==> config.mk <==
export PLATFORM = sky130hd
export DESIGN_NAME = mlu_fill_ctrl
export DESIGN_NICKNAME = d
export VERILOG_FILES = /design/src/rtl/mlu_fill_ctrl.sv
export SDC_FILE = /design/constraint.sdc
export NUM_CORES = 2
export LEC_CHECK = 0
export ABC_CLOCK_PERIOD_IN_PS = 3000
export CAP_MARGIN = 20
export CORE_AREA = 2 2 684 686
export CTS_CLUSTER_SIZE = 14
export DETAILED_ROUTE_END_ITERATION = 10
export DIE_AREA = 0 0 686 688
export SYNTH_ARGS = -nofsm -noshare
export SYNTH_HDL_FRONTEND = slang
export SYNTH_SLANG_ARGS = --single-unit
==> constraint.sdc <==
create_clock -name clk -period 3 [get_ports clk]
set_input_delay 0.3 -clock clk [delete_from_list [all_inputs] [get_ports clk]]
set_output_delay 0.3 -clock clk [all_outputs]
set_load 0.01 [all_outputs]
==> src/rtl/mlu_fill_ctrl.sv <==
// Mask-driven color fill sequencer: walks consecutive 64-pixel tiles, reads RGB planes and the
// 2-bit mask, merges them through mlu_unit and writes the merged tile back.
// Optional feature macro: MLU_FILL_SKIP_EN -- when defined, tiles whose mask is all zero are
// not written back (3 cycles per such tile instead of 4).

// Per-pixel color merge: 00 keep, 01 primary, 10 secondary, 11 black.
module mlu_unit #(
  parameter int unsigned NumPix = 64
) (
  input  logic [4*NumPix-1:0] r_i,
  input  logic [4*NumPix-1:0] g_i,
  input  logic [4*NumPix-1:0] b_i,
  input  logic [2*NumPix-1:0] mask_i,
  input  logic [11:0]         primary_i,
  input  logic [11:0]         secondary_i,
  output logic [4*NumPix-1:0] r_o,
  output logic [4*NumPix-1:0] g_o,
  output logic [4*NumPix-1:0] b_o
);

  // Start from the original planes, then override each pixel by its mask code.
  always_comb begin
    r_o = r_i;
    g_o = g_i;
    b_o = b_i;
    for (int unsigned i = 0; i < NumPix; i++) begin
      case (mask_i[2*i +: 2])
        2'b01: begin
          r_o[4*i +: 4] = primary_i[11:8];
          g_o[4*i +: 4] = primary_i[7:4];
          b_o[4*i +: 4] = primary_i[3:0];
        end
        2'b10: begin
          r_o[4*i +: 4] = secondary_i[11:8];
          g_o[4*i +: 4] = secondary_i[7:4];
          b_o[4*i +: 4] = secondary_i[3:0];
        end
        2'b11: begin
          r_o[4*i +: 4] = 4'h0;
          g_o[4*i +: 4] = 4'h0;
          b_o[4*i +: 4] = 4'h0;
        end
        default: ;
      endcase
    end
  end

endmodule

module mlu_fill_ctrl #(
  parameter int unsigned ADDR_W  = 10,
  parameter int unsigned COUNT_W = 10
) (
  input  logic               clk,
  input  logic               rst_n,
  input  logic               cmd_valid,
  output logic               cmd_ready,
  input  logic [ADDR_W-1:0]  cmd_base,
  input  logic [COUNT_W-1:0] cmd_count,
  input  logic [11:0]        cmd_primary,
  input  logic [11:0]        cmd_secondary,
  output logic [ADDR_W-1:0]  fb_addr,
  output logic               fb_rd_en,
  input  logic [255:0]       fb_rdata_r,
  input  logic [255:0]       fb_rdata_g,
  input  logic [255:0]       fb_rdata_b,
  output logic               fb_wr_en,
  output logic [255:0]       fb_wdata_r,
  output logic [255:0]       fb_wdata_g,
  output logic [255:0]       fb_wdata_b,
  output logic [ADDR_W-1:0]  mask_addr,
  output logic               mask_rd_en,
  input  logic [127:0]       mask_rdata,
  output logic               busy,
  output logic               done,
  output logic [COUNT_W-1:0] tiles_done
);

  typedef enum logic [2:0] {StIdle, StRead, StLatch, StMerge, StWrite, StDone} state_e;

  localparam logic [COUNT_W-1:0] OneCnt = COUNT_W'(1);

  state_e               state_q, state_d;
  logic [ADDR_W-1:0]    base_q, base_d;
  logic [COUNT_W-1:0]   count_q, count_d;
  logic [11:0]          primary_q, primary_d;
  logic [11:0]          secondary_q, secondary_d;
  logic [COUNT_W-1:0]   tiles_done_q, tiles_done_d;
  logic [255:0]         tile_r_q, tile_r_d, tile_g_q, tile_g_d, tile_b_q, tile_b_d;
  logic [127:0]         tile_mask_q, tile_mask_d;
  logic [255:0]         wdata_r_q, wdata_r_d, wdata_g_q, wdata_g_d, wdata_b_q, wdata_b_d;
  logic [255:0]         merged_r, merged_g, merged_b;
  logic [ADDR_W-1:0]    cur_addr;
  logic [COUNT_W-1:0]   tiles_inc;
  logic                 last_tile;
  logic                 skip_tile;

  // Address wraps modulo 2^ADDR_W by construction of the sum width.
  assign cur_addr  = base_q + ADDR_W'(tiles_done_q);
  assign tiles_inc = tiles_done_q + OneCnt;
  assign last_tile = (tiles_inc == count_q);

`ifdef MLU_FILL_SKIP_EN
  assign skip_tile = (tile_mask_q == '0);
`else
  assign skip_tile = 1'b0;
`endif

  mlu_unit #(
    .NumPix (64)
  ) u_mlu (
    .r_i         (tile_r_q),
    .g_i         (tile_g_q),
    .b_i         (tile_b_q),
    .mask_i      (tile_mask_q),
    .primary_i   (primary_q),
    .secondary_i (secondary_q),
    .r_o         (merged_r),
    .g_o         (merged_g),
    .b_o         (merged_b)
  );

  // Next-state logic and state-decoded strobes.
  always_comb begin
    state_d      = state_q;
    base_d       = base_q;
    count_d      = count_q;
    primary_d    = primary_q;
    secondary_d  = secondary_q;
    tiles_done_d = tiles_done_q;
    tile_r_d     = tile_r_q;
    tile_g_d     = tile_g_q;
    tile_b_d     = tile_b_q;
    tile_mask_d  = tile_mask_q;
    wdata_r_d    = wdata_r_q;
    wdata_g_d    = wdata_g_q;
    wdata_b_d    = wdata_b_q;

    cmd_ready  = (state_q == StIdle);
    busy       = (state_q != StIdle);
    done       = (state_q == StDone);
    fb_rd_en   = (state_q == StRead);
    mask_rd_en = (state_q == StRead);
    fb_wr_en   = (state_q == StWrite);

    case (state_q)
      StIdle: begin
        if (cmd_valid) begin
          base_d       = cmd_base;
          count_d      = cmd_count;
          primary_d    = cmd_primary;
          secondary_d  = cmd_secondary;
          tiles_done_d = '0;
          state_d      = (cmd_count == '0) ? StDone : StRead;
        end
      end
      StRead: state_d = StLatch;
      StLatch: begin
        tile_r_d    = fb_rdata_r;
        tile_g_d    = fb_rdata_g;
        tile_b_d    = fb_rdata_b;
        tile_mask_d = mask_rdata;
        state_d     = StMerge;
      end
      StMerge: begin
        wdata_r_d = merged_r;
        wdata_g_d = merged_g;
        wdata_b_d = merged_b;
        if (skip_tile) begin
          tiles_done_d = tiles_inc;
          state_d      = last_tile ? StDone : StRead;
        end else begin
          state_d = StWrite;
        end
      end
      StWrite: begin
        tiles_done_d = tiles_inc;
        state_d      = last_tile ? StDone : StRead;
      end
      StDone:  state_d = StIdle;
      default: state_d = StIdle;
    endcase
  end

  // State registers with synchronous active-low reset.
  always_ff @(posedge clk) begin
    if (!rst_n) begin
      state_q      <= StIdle;
      base_q       <= '0;
      count_q      <= '0;
      primary_q    <= '0;
      secondary_q  <= '0;
      tiles_done_q <= '0;
      tile_r_q     <= '0;
      tile_g_q     <= '0;
      tile_b_q     <= '0;
      tile_mask_q  <= '0;
      wdata_r_q    <= '0;
      wdata_g_q    <= '0;
      wdata_b_q    <= '0;
    end else begin
      state_q      <= state_d;
      base_q       <= base_d;
      count_q      <= count_d;
      primary_q    <= primary_d;
      secondary_q  <= secondary_d;
      tiles_done_q <= tiles_done_d;
      tile_r_q     <= tile_r_d;
      tile_g_q     <= tile_g_d;
      tile_b_q     <= tile_b_d;
      tile_mask_q  <= tile_mask_d;
      wdata_r_q    <= wdata_r_d;
      wdata_g_q    <= wdata_g_d;
      wdata_b_q    <= wdata_b_d;
    end
  end

  assign fb_addr    = cur_addr;
  assign mask_addr  = cur_addr;
  assign fb_wdata_r = wdata_r_q;
  assign fb_wdata_g = wdata_g_q;
  assign fb_wdata_b = wdata_b_q;
  assign tiles_done = tiles_done_q;

endmodule

==> impl_results.md <==
* Period utilization at 115%
* Cell internal pwr at 46.2 mW
* Relative slew slack at 16.5%
* RSZ-0062 raised after global routing: yes
* DRT iter0 DRCs at 7939
* Syn_nets at 10.6k
* Max Cap Violations at 0
* Root buffer cell: clkbuf_16
* CP Data Required Time at 2.70 ns
* Routed WL at 544000 microns
* PD cells at 567 nW/um^2
* FMAX at 290 MHz
* Worst Path Arrival at 3.15 ns
* Total GRT Usage at 21.9%
* Gate Count Post-Synth at 9618
* Cells on worst reg2reg path at 6
* VDD IR max at 0.000463 V
* Setup crit start: tiles_done[1]
* Synth cell types at 49
* Clock network power share at 42.4%
* Crit end category: output port
* Core box area at 465000 sq um
* Min-delay worst type: in2reg
* DR pass1 iterations at 7
* Crit-path max FO at 2
* Remaining global-route overflow at 0
* Leakage power at 40.7 nW
* Fin nets at 12.9k
* Sink Count at 1721
* Comb power frac at 19.0%
* Initial Util at 16.2%
* Seq cells post-synth at 1721
* R2r startpoint: state_q[1]
* Mapped cell area at 75200 sq um
* R2R setup slack at 0.53 ns
* Post-synthesis sequential area ratio at 45.8%
* Status: finished, violations left
* Layout cell share with drive strength beyond 1 at 7.96%
* Commonest register cell after synthesis: dfxtp_1
* Largest net degree at the start of global routing at 112
* Final GP Congestion at 0.992
* Seq pwr share at 38.6%
* Die Ht at 688 microns
* Hold Vio Cnt, Final at 0
* Clk pin slew, worst setup/hold paths at 0.06 ns
* Crit path to: mask_addr[9]
* Total vias in the final route at 83.2k
* Fraction of registers with async set/reset at 0%
* Max-slew violations at 0
* Average vias per placed instance at 4.53
* Row Count at 251
* # port buffers at 1746
* CTS buffer count at 211
* CTS tree: done
* Layout area overhead at 56.8%
* Initial antenna violation count at 210
* Final Util at 25.3%
* Worst setup margin at -0.445 ns
* Sw frac at 30.9%
* Post-route ant nets at 0
* Die width at 686 microns
* Ports at 1747
* Finished Layout Cells at 18.4k
* Via count of the first global-routing pass at 79.1k
* # H-tree levels at 4
* Post-synth EDFFs at 0
* Average wire per standard cell at 29.6 microns
* CTS Buffer Depth at 4
* Synth warnings at 0
* Total power at 66.9 mW
* Psw at 20.7 mW
* R2r endpoint: fb_wdata_r[218]
* Post-Place Cell Area at 101000 sq um
* Slew @ Worst Pin at 1.25 ns
* Placed insts at 17.0k
* Final min period at 3.45 ns
* Detail Placement HPWL at 427000 microns
* Failing checks: setup timing
* Layout fillers at 50.4k
* CP Launch Type: flip-flop
* Drt drc at 0
* Worst-Skew Late Latency at 0.95 ns
* Global-route wire length before repair at 714000 microns
* Die area at 472000 sq um
* Final Setup Violations at 11
* Area of all placed cells without fillers at 118000 sq um
* Clock Skews at 0.0876 ns
* Syn avg cell area at 7.82 sq um
* WS Path Type: reg2out
-- area by class of cell --
type                       count  area, sq um  area share (%)
clock inverter               101         1580            1.34
tap                         6198         7750            6.58
timing repair buffer        3090        31300            26.6
clock buffer                 281         5910            5.01
multi-input combinational   6877        36500            30.9
inverter                      10         45.0          0.0382
sequential                  1721        34600            29.3
antenna                       91          228           0.193
-- Yosys cell counts, types with 9 or more instances --
master / instances / area [sq um]
buf_2: 307 / 1540
a21oi_1: 951 / 4760
o21ai_0: 16 / 80.1
nor3_1: 774 / 3870
xnor2_1: 12 / 105
nor2b_1: 67 / 419
clkbuf_1: 603 / 2260
buf_4: 62 / 465
mux2i_1: 768 / 7690
a211oi_1: 768 / 5770
nand2_1: 1894 / 7110
buf_1: 33 / 124
nor2_1: 1556 / 5840
inv_1: 9 / 33.8
dfxtp_1: 1721 / 34500
ha_1: 10 / 125
-- metrics by stage --
stage / setup TNS (ns) / hold WS (ns) / setup slack, ns
2_1_floorplan: 0 / 0.436 / 0.487
3_3_place_gp: -0.880 / 0.440 / -0.339
3_5_place_dp: -0.201 / 0.445 / -0.131
4_1_cts: -5.22 / 0.000131 / -0.603
5_1_grt: -4.38 / 0.0160 / -0.555
6_report: -2.84 / 0.0652 / -0.445
-- how the worst min path moves through the flow --
stage / startpoint / end / slack (ns) / cells after the start
after floorplan: tile_b_q[0] / tile_b_q[0] / 0.44 / 2
after global placement: tile_b_q[181] / tile_b_q[181] / 0.44 / 2
after detailed placement: tile_r_q[230] / tile_r_q[230] / 0.45 / 2
after CTS: fb_rdata_r[95] / tile_r_q[95] / 0.0001 / 3
after global routing: fb_rdata_r[179] / tile_r_q[179] / 0.02 / 3
final: fb_rdata_r[120] / tile_r_q[120] / 0.07 / 3
-- sequential cells by signal, indices dropped and copies added (netlist names) --
signal	count
fb_wdata_b	256
fb_wdata_g	256
fb_wdata_r	256
tile_b_q	256
tile_g_q	256
tile_r_q	256
tile_mask_q	128
primary_q	12
secondary_q	12
base_q	10
count_q	10
tiles_done	10
state_q	3
-- cells by family after synthesis --
family,count (synthesis),synth area share (%)
fa+ha+maj,11,0.193
mux,769,10.2
xor+xnor,20,0.233
compound gates,1751,14.3
buf+inv,1020,5.96
simple gates,4326,23.3
flops,1721,45.8
-- worst max-delay path: stages, from the launching register on --
cell and delay [ns]:
dfxtp_2 0.33, buf_6 0.12, ha_4 0.22, a21o_1 0.17
a21oi_2 0.20, o21ai_2 0.09, and3_4 0.17, or4_4 0.40
and3_4 0.20, buf_6 0.14, buf_12 0.14
-- metal layers --
metal / global-route usage, % / vias to the layer above / wire [microns]
met2: 34.1 / 4243 / 237000
met3: 7.24 / 1192 / 52900
met5: 0 / - / 675
met4: 13.0 / 100 / 39500
li1: - / 37213 / -
met1: 26.3 / 40418 / 215000
-- power by group through the flow --
| stage | Combinational [mW] | Sequential, mW | Clock, mW |
|---|---|---|---|
| after floorplan | 5.24 | 25.5 | 0 |
| after global placement | 11.4 | 26.3 | 0 |
| after detailed placement | 11.4 | 26.3 | 0 |
| after CTS | 12.7 | 25.8 | 28.9 |
| after global routing | 13.4 | 25.9 | 29.7 |
| final | 12.7 | 25.8 | 28.3 |
-- cell usage in the layout (no fill, tap or decap), drive strengths merged, types with 2 or more instances in the layout --
master,netlist,final
nand2,1894,1894
clkdlybuf4s50,0,1725
dfxtp,1721,1721
nor2,1556,1556
a21oi,951,951
dlygate4sd3,0,838
nor3,775,775
mux2i,768,768
a211oi,768,768
buf,407,525
clkbuf,603,281
diode,0,91
nor2b,67,67
clkinv,0,42
bufinv,0,33
inv,10,19
clkinvlp,0,17
o21ai,16,16
xnor2,12,12
ha,10,10
xor2,8,8
nand3,7,7
and3,7,7
nor4,5,5
nor3b,4,4
a31oi,3,3
a2111oi,3,3
or4,2,2
nand4,2,2
o221ai,2,2
and3b,2,2
-- repair_timing --
action / 4_1_cts / 5_1_grt
setup endpoints to repair: 21 / 15
pin swaps: 14 / 11
setup buffers: 11 / 4
resized for setup: 95 / 15
hold buffers: 838 / 0
hold endpoints to repair: 838 / 0
Power figures use the tool's default switching activity.
